### config.mk
export PLATFORM = sky130hd
export DESIGN_NAME = argmax_classifier
export DESIGN_NICKNAME = d
export VERILOG_FILES = /design/src/rtl/argmax_classifier.sv
export SDC_FILE = /design/constraint.sdc
export NUM_CORES = 1
export LEC_CHECK = 0
export CAP_MARGIN = 0
export CORE_MARGIN = 4
export CORE_UTILIZATION = 40
export CTS_BUF_LIST = sky130_fd_sc_hd__clkbuf_16
export CTS_CLUSTER_DIAMETER = 50
export DETAILED_ROUTE_END_ITERATION = 12
export PLACE_DENSITY = 0.63
export SKIP_CTS_REPAIR_TIMING = 1
export SYNTH_ARGS = -nofsm -noshare
export SYNTH_HDL_FRONTEND = slang
export SYNTH_SLANG_ARGS = --single-unit
### constraint.sdc
create_clock -name clk -period 3.8 [get_ports clk]
set_clock_uncertainty 0.1 [all_clocks]
set_input_delay 0.76 -clock clk [delete_from_list [all_inputs] [get_ports clk]]
set_output_delay 0.76 -clock clk [all_outputs]
set_load 0.01 [all_outputs]
### src/rtl/argmax_classifier.sv
// argmax_classifier: picks the highest of N_CLASSES signed neuron sums per image, reporting its index and score with a done pulse.
//   clk, rst            : clock, synchronous active-high reset
//   start               : begin/restart an image (clears running max and index counter)
//   in_valid/in_ready   : per-sum handshake, sums arrive in class order
//   in_data             : signed Q4.12 neuron sum
//   bias_data           : signed Q4.12 bias added to in_data (only with ARGMAX_BIAS_ADD_EN)
//   busy, done          : collecting / one-cycle result pulse
//   class_out, max_out  : winning index and score, held until the next done or reset
module argmax_classifier #(
  parameter int N_CLASSES = 10,
  parameter int DATA_W    = 16,
  parameter int FRAC_W    = 12,
  parameter int IDX_W     = 4
) (
  input  logic              clk,
  input  logic              rst,
  input  logic              start,
  input  logic              in_valid,
  input  logic [DATA_W-1:0] in_data,
`ifdef ARGMAX_BIAS_ADD_EN
  input  logic [DATA_W-1:0] bias_data,
`endif
  output logic              in_ready,
  output logic              busy,
  output logic              done,
  output logic [IDX_W-1:0]  class_out,
  output logic [DATA_W-1:0] max_out
);
  if (FRAC_W >= DATA_W || (1 << IDX_W) < N_CLASSES) begin : g_bad_params
    $error("argmax_classifier: inconsistent parameters");
  end
  localparam logic [DATA_W-1:0] MOST_NEG = {1'b1, {(DATA_W-1){1'b0}}};
  typedef enum logic [1:0] {IDLE, COLLECT, DONE} state_t;
  state_t state, state_n;
  logic [IDX_W-1:0] count, run_idx, nxt_idx;
  logic [DATA_W-1:0] run_max, nxt_max, sample;
  logic xfer, take, last;
`ifdef ARGMAX_BIAS_ADD_EN
  logic signed [DATA_W:0] biased;
  assign biased = $signed({in_data[DATA_W-1], in_data}) + $signed({bias_data[DATA_W-1], bias_data});
  // top two bits disagree only on overflow; clamp toward the sign of the true sum
  assign sample = (biased[DATA_W] != biased[DATA_W-1]) ? {biased[DATA_W], {(DATA_W-1){~biased[DATA_W]}}}
                                                       : biased[DATA_W-1:0];
`else
  assign sample = in_data;
`endif
  assign in_ready = state == COLLECT;
  assign busy     = state == COLLECT;
  assign done     = state == DONE;
  // a transfer coinciding with start is dropped because start reinitialises the image
  assign xfer    = in_valid && in_ready && !start;
  assign last    = count == IDX_W'(N_CLASSES - 1);
  assign take    = count == '0 || $signed(sample) > $signed(run_max);
  assign nxt_max = take ? sample : run_max;
  assign nxt_idx = take ? count : run_idx;
  always_comb begin
    state_n = state;
    state_n = (state == COLLECT) ? ((xfer && last) ? DONE : COLLECT)
                                 : (start ? COLLECT : IDLE);
  end
  always_ff @(posedge clk) begin
    if (rst) state <= IDLE;
    else     state <= state_n;
  end
  always_ff @(posedge clk) begin
    if (rst) begin
      count     <= '0;
      run_max   <= MOST_NEG;
      run_idx   <= '0;
      class_out <= '0;
      max_out   <= '0;
    end else if (start) begin
      count   <= '0;
      run_max <= MOST_NEG;
      run_idx <= '0;
    end else if (xfer) begin
      count   <= count + 1'b1;
      run_max <= nxt_max;
      run_idx <= nxt_idx;
      if (last) begin
        class_out <= nxt_idx;
        max_out   <= nxt_max;
      end
    end
  end
endmodule

* After elaboration in Yosys (flattened, before gate mapping)
Cells that the tools add are included.
W data, S select, Z words.
** Cells by class
- Add/sub/neg operators :: 1
- Multipliers :: 0
- Divide/modulo/power cells :: 0
- $lt $le $gt $ge :: 1
- Eq/ne operators :: 3
- Shift operators :: 0
- Multiplexer cells :: 5
- Bitwise logic cells :: 1
- Reductions and logical operators :: 8
** Operators by type and width (number)
- $gt A16 B16 Y1 :: 1
- $mux W16 :: 1
- $add A4 B1 Y4 const B :: 1
- $eq A4 B4 Y1 const B :: 1
- $logic_not A4 Y1 :: 1
- $mux W2 :: 2
- $mux W4 :: 1
- $logic_and A1 B1 Y1 :: 3
- $reduce_and A3 Y1 :: 1
- $eq A2 B1 Y1 const B :: 1
- $eq A2 B2 Y1 const B :: 1
- $reduce_or A2 Y1 :: 1
- $logic_not A1 Y1 :: 1
- $logic_or A1 B1 Y1 :: 1
- $mux W1 :: 1
- $not A1 Y1 :: 1
** Word-level totals
- Register bits after elaboration :: 46
- Bits in latches :: 0
- Bits in writable memories :: 0
- Memory bits (read-only) :: 0
- Input port bits :: 20
- Output and inout port bits :: 23
- Logic and storage cells :: 25
- Memories :: 0

* Depth between registers and ports, before layout
Gate-level depths: netlist (run 1).
- Depth after elaboration :: 6
- Mapped depth :: 10
- Mapped depth without buffers :: 8

* Worst setup path after synthesis (run 1)
OpenSTA, ideal clock, no wires.
- Path type :: input-to-reg
- Start :: input port in_data[15]
- End :: register class_out[0]
- Setup time :: 0.119 ns
- Data arrival time :: 2.745 ns
- Data required time :: 3.581 ns
- Slack :: 0.836 ns
- Stages :: 9
- Path buffers :: 2
- Path through :: ha_1 nand4_2 or4_1 buf_2 a21boi_1 nand2_1 mux2_4 buf_6 o221a_1
** On the way
- Cells in the longest elaborated chain, start to end :: 3
** RTL lines
- start, declared :: line 19 : input logic [DATA_W-1:0] in_data,
- $gt A16 B16 Y1 :: line 53 : assign take = count == '0 || $signed(sample) > $signed(run_max);
- $logic_or A1 B1 Y1 :: line 53
- $mux W4 :: line 55 : assign nxt_idx = take ? count : run_idx;
- end signal, assigned :: line 81 : class_out <= nxt_idx;
- end, declared :: line 26 : output logic [IDX_W-1:0] class_out,
No other way between the ends.
A chain may end at the register's enable or synchronous reset.

* Final worst setup path (run 1)
- Start :: input port in_data[15]
- End :: register max_out[10]
** On the way
- Cells in the longest elaborated chain, start to end :: 3
** RTL lines
- $gt A16 B16 Y1 :: line 53
- $logic_or A1 B1 Y1 :: line 53
- $mux W16 :: line 54 : assign nxt_max = take ? sample : run_max;
- end signal, assigned :: line 82 : max_out <= nxt_max;
- end, declared :: line 27 : output logic [DATA_W-1:0] max_out
No other way between the ends.

==> impl_metrics.csv, run 1 <==
group,metric,value,unit
clocking,htree_levels,2,
grt,overflow,0,
pwr,peakVddDrop,0.0001681,V
yosys,synth_area,2434,um^2
setup_path,end_kind,"register",
sta,hold_viol,0,
clocking,cts_root_buf,"clkbuf_16",
setup_path,cp_cell_sequence,"clkdlybuf4s50_1 > ha_1 > nand4_2 > or4_1 > a21boi_1 > nand2_1 > mux2_4 > o221a_2",
pwr,p_leak,0.001110,uW
floorplanning,dieWidth,86,um
cells_and_area,layout.nets,364,
yosys,synth.most_common_cell,"nand2_1",
detailed_routing,routed_wl,5.632,mm
sta,tightest_slew,0.5925,ns
clocking,clkLatencyLatePin,0.28,ns
floorplanning,initial_core_util,41.10,%
cells_and_area,instances_no_fill,401,
cells_and_area,area_growth,26.53,%
floorplanning,row_count,28,
detailed_routing,via_per_inst,5.249,
grt,first_global_vias,2009,
hold_path,hold_class,"register to register",
grt,grt_max_degree,38,
yosys,ys_seq_area_share,37.84,%
detailed_routing,wire_per_inst,14.04,um
setup_path,r2r_cells,8,
placement,gp_congestion,0.7792,
clocking,cts_buffer_depth,2,
grt,grt_pass1_wl,9.549,mm
sta,drv_slew,0,
yosys,synth_top_area_share,37.84,%
setup_path,crit_start,"in_data[15]",
yosys,synth-seq-cells,46,
hold_path,hold_depth,2,
placement,place_hpwl,4.060,mm
floorplanning,dieArea,7396,um^2
setup_path,cp_num_cells,8,
yosys,synthCells,284,
sta,fmax,0.3109,GHz
cells_and_area,layout-drive-gt1-share,8.896,%
cells_and_area,antenna_cells,0,
sta,setup-tns-final,0,ns
detailed_routing,ant_nets,0,
yosys,synth_top_area_cell,"dfxtp_1",
placement,port_buffers,42,
setup_path,crit_path_top_delay_cell,"or4_1",
job,max-cap-violations,0,
sta,period_share,84.64,%
sta,period_needed,3.216,ns
pwr,seq_power_share,48.8,%
grt,grtUsageTotal,15.92,%
pwr,clock_power_share,41.1,%
setup_path,cpPeakStageDelay,0.59,ns
yosys,yosysWarnings,0,
setup_path,cp.required,3.88,ns
clocking,numCtsBuffers,5,
setup_path,cp_data_arrival_time,3.29,ns
pwr,comb_power_share,10.1,%
sta,slew_headroom,60.38,%
placement,place_inst,393,
sta,rsz0062_at_grt,"false",
sta,setup_viol,0,
clocking,clk_pin_slew,0.06,ns
yosys,synthTopCellsByArea,"dfxtp_1 38%, ha_1 9.8%, nand2_1 7.7%",
detailed_routing,via_count,2105,
yosys,synth-main-ff-cell,"dfxtp_1",
clocking,cts_tree,"done",
pwr,cellPowerDensity,327.0,nW/um^2
yosys,syn_nets,323,
setup_path,cp_max_fo,18,
yosys,synth_common_cells,"50 x nand2_1, 48 x nor2_1, 46 x dfxtp_1",
setup_path,critical_path_buf_inv_count,1,
grt,antenna_found_initial,0,
yosys,synthArstFlopShare,0,%
detailed_routing,drc,0,
floorplanning,ios,43,
detailed_routing,dr.pass1.iters,4,
setup_path,crit_family,"simple AND/OR/NAND/NOR gates",
floorplanning,die_y,86,um
run_status,outcome,"completed",
setup_path,start_kind,"primary input",
yosys,synth_cell_types,41,
setup_path,reg2reg_from,"run_max[15]",
yosys,synth.avg_cell_area,8.569,um^2
clocking,clock-sinks,46,
floorplanning,coreArea,5921,um^2
setup_path,critical_path_class,"primary input to register",
yosys,synth_edf_count,0,
pwr,p_sw_share,23.29,%
detailed_routing,drtIter0Drc,103,
pwr,p_int,772.3,uW
hold_path,hp-start,"class_out[2]",
pwr,power_switching,234.5,uW
[placed cells by master (no fill, tap or decap), types with 2 or more instances in the layout]
| cell type | n |
|---|---|
| a311o_1 | 2 |
| o221a_2 | 10 |
| mux2i_1 | 17 |
| a21oi_1 | 9 |
| nor2_1 | 47 |
| buf_4 | 6 |
| clkbuf_16 | 5 |
| nand3_1 | 2 |
| nand2_1 | 50 |
| nor3_1 | 2 |
| o211ai_1 | 2 |
| nor2b_1 | 3 |
| inv_1 | 19 |
| clkdlybuf4s50_1 | 42 |
| o221a_1 | 10 |
| o21ai_0 | 2 |
| xor2_1 | 2 |
| dfxtp_1 | 46 |
| clkinv_1 | 3 |
| nand4_1 | 6 |
| ha_1 | 19 |
[worst paths after layout]
path,slack [ns],to
worst max-delay path,0.58,max_out[10]
worst min-delay path,0.36,class_out[2]
worst max register to register,1.16,max_out[10]
worst min register to register,0.36,class_out[2]
[worst min-delay path: stages (launching register included)]
cell and delay (ns):
dfxtp_1 0.31, nand2_1 0.05, a21oi_1 0.05
[layer usage]
metal / GRT usage [%] / vias up / routed length, um
met4: 4.317 / 0 / 55
li1: - / 1068 / -
met3: 4.515 / 4 / 317
met5: 0 / - / 0
met1: 21.46 / 986 / 2725
met2: 24.88 / 47 / 2533
[power groups by stage]
stage	registers, uW	clock network (uW)	logic, uW
detailed placement	502	0	102
floorplan	501	0	57.6
CTS	491	424	103
finish	491	414	102
global placement	502	0	102
global route	492	441	113
[cell families after synthesis]
| family | Yosys count | share of synthesized area (%) |
|---|---|---|
| fa+ha+maj | 19 | 9.769 |
| xor+xnor | 3 | 1.080 |
| buf+inv | 34 | 5.913 |
| compound gates | 46 | 16.81 |
| mux | 18 | 7.609 |
| flops | 46 | 37.84 |
| simple gates | 118 | 20.98 |
[through the flow]
step / setup WS (ns) / hold slack, ns / area (um^2) / power, uW / util (%)
detailed placement: 0.3000 / 0.3533 / 2943 / 604.2 / 49.70
global route: 0.4338 / 0.3829 / 3079 / 1046 / 52.01
CTS: 0.5868 / 0.3644 / 3079 / 1018 / 52.01
floorplan: 0.8359 / 0.3348 / 2434 / 558.4 / -
global placement: 0.3134 / 0.3456 / 2943 / 603.3 / 49.70
finish: 0.5836 / 0.3618 / 3079 / 1007 / 52.01
[state kept, by name, summed over array words and instances (netlist names)]
name,count
count,4
run_idx,4
max_out,16
class_out,4
run_max,16
state,2
[area by class of cell]
| cell class | count | area (um^2) |
|---|---|---|
| Tap cell | 75 | 93.84 |
| Clock buffer | 5 | 125.1 |
| Sequential cell | 46 | 920.9 |
| Timing Repair Buffer | 49 | 485.5 |
| Inverter | 19 | 71.32 |
| Fill cell | 571 | 2841 |
| Clock inverter | 3 | 11.26 |
| Multi-Input combinational cell | 204 | 1371 |
Power figures use the tool's default switching activity.
==> inputs of run 2 (changes only) <==
PLACE_DENSITY = 0.66   (was 0.63)
clock period = 2.7 ns   (was 3.8 ns; I/O delays follow)
==> run 2 against run 1 <==
  * Combinational power is 96% higher
  * Final area up 18%
  * Clock-buffer cell count stayed put
  * Die area unchanged
  * Critical path type is now register to register
  * Highest routed layer unchanged
==> impl_metrics.csv, run 2 (synthesized netlist as in run 1, its figures left out) <==
group,metric,value,unit
run_status,outcome,"completed",
setup_path,cp_data_arrival_time,2.65,ns
cells_and_area,reg_top3,"max_out x16, run_max x16",
setup_path,crit_path_top_delay_cell,"dfxtp_1",
sta,hold_viol,0,
sta,slew_headroom,64.07,%
hold_path,hold_class,"register to register",
detailed_routing,wire_per_inst,15.28,um
setup_path,timing.critical_path.to,"max_out[7]",
cells_and_area,mostFrequentLayoutCell,"nand2_1",
setup_path,cp_cell_sequence,"inv_1 > ha_1 > nand4_1 > buf_4 > nor4_4 > o21a_1 > nand2_2 > mux2_4 > o221a_2",
job,max-cap-violations,0,
sta,tightest_slew,0.5349,ns
floorplanning,initial_core_util,41.10,%
cells_and_area,fin_area,3636,um^2
pwr,cellPowerDensity,435.8,nW/um^2
clocking,numCtsBuffers,5,
detailed_routing,drc,0,
cells_and_area,antenna_cells,0,
setup_path,cp.required,2.77,ns
clocking,cts_buffer_depth,2,
setup_path,critical_path_class,"register to register",
detailed_routing,ant_nets,0,
setup_path,reg2reg_slack,0.12,ns
cells_and_area,area_growth,49.41,%
setup_path,cp_max_fo,5,
cells_and_area,mostFrequentLayoutCells,"48 x nand2_1, 47 x nor2_1, 46 x dfxtp_1",
clocking,clkLatencyLatePin,0.28,ns
cells_and_area,layout.nets,396,
setup_path,end_kind,"register",
setup_path,crit_start,"run_max[10]",
clocking,clock-sinks,46,
setup_path,start_kind,"register",
sta,period_share,95.43,%
floorplanning,dieWidth,86,um
clocking,cts_root_buf,"clkbuf_16",
detailed_routing,via_per_inst,5.376,
placement,port_buffers,42,
clocking,cts_tree,"done",
sta,period_needed,2.577,ns
pwr,peakVddDrop,0.0002406,V
detailed_routing,drtIter0Drc,128,
grt,first_global_vias,2090,
floorplanning,dieArea,7396,um^2
floorplanning,ios,43,
floorplanning,die_y,86,um
setup_path,r2r-end,"max_out[7]",
sta,fmax,0.3881,GHz
placement,gp_congestion,0.7706,
clocking,clk_pin_slew,0.06,ns
floorplanning,row_count,28,
setup_path,cpPeakStageDelay,0.36,ns
grt,grtUsageTotal,16.40,%
grt,grt_max_degree,38,
setup_path,reg2reg_from,"run_max[10]",
clocking,htree_levels,2,
placement,dpl_cell_area,3095,um^2
detailed_routing,via_count,2328,
cells_and_area,layout-drive-gt1-share,23.74,%
grt,overflow,0,
placement,place_hpwl,4.152,mm
sta,fin_ws,0.1233,ns
sta,setup_viol,0,
pwr,p_leak,0.001465,uW
placement,place_ws,-0.4894,ns
detailed_routing,routed_wl,6.616,mm
grt,grt_pass1_wl,9.832,mm
detailed_routing,dr.pass1.iters,5,
grt,antenna_found_initial,0,
setup_path,r2r_cells,9,
sta,holdWs,0.3582,ns
floorplanning,coreArea,5921,um^2
hold_path,hold_depth,2,
sta,drv_slew,0,
[run 2: changes by cell type in the layout (fill, tap and decap cells not counted), moves of 5 or more]
cell,before,now
clkdlybuf4s50_1,42,26
buf_4,6,31
ha_1,19,8
ha_4,0,11
dlymetal6s2s_1,0,16
buf_6,0,5
[run 2: cell type report]
cell class              count  area, um^2
fillers                   473        2285
multi-input cells         207        1634
flip-flops and latches     46       920.9
repair buffers             78       749.5
clock buffers               5       125.1
well taps                  75       93.84
inverters                  19       71.32
clock inverters             3       41.29
[run 2: how the worst min path moves through the flow]
| stage | to | from | slack [ns] |
|---|---|---|---|
| final | class_out[2] | class_out[2] | 0.36 |
| after global routing | class_out[2] | class_out[2] | 0.39 |
| after CTS | class_out[2] | class_out[2] | 0.36 |
| after detailed placement | run_idx[1] | run_idx[1] | 0.35 |
| after global placement | class_out[2] | class_out[2] | 0.34 |
| after floorplan | run_idx[0] | run_idx[0] | 0.33 |
[run 2: per-layer routing]
metal | up-vias | global-route usage [%] | wire length, um
met5 | - | 0 | 0
met4 | 0 | 4.173 | 176
met3 | 17 | 2.882 | 352
met2 | 73 | 28.03 | 3171
met1 | 1096 | 21.28 | 2916
li1 | 1142 | - | -
[run 2: power breakdown]
part           internal, uW  leakage [uW]  switching (uW)
Clock                   433     0.0000812             260
Sequential              686      0.000371            5.45
Combinational           103       0.00101            97.7
[run 2: worst max-delay path: cells and delay by family (launching register included)]
family,cells,cell delay [ns]
DFF,1,0.36
AOI/OAI and AO/OA,2,0.48
adders and majority gates,1,0.29
buffers and inverters,2,0.27
and+or+nand+nor,3,0.60
muxes,1,0.36
[run 2: through the flow]
step                power (uW)  cells  utilization, %  setup TNS [ns]
finish                    1585    433           61.41               0
detailed placement       871.3    415           52.28          -14.92
global route              1641    433           61.41        -0.01870
global placement         869.5    415           52.28          -14.04
floorplan                785.9    284               -               0
CTS                       1559    423           55.09          -3.914
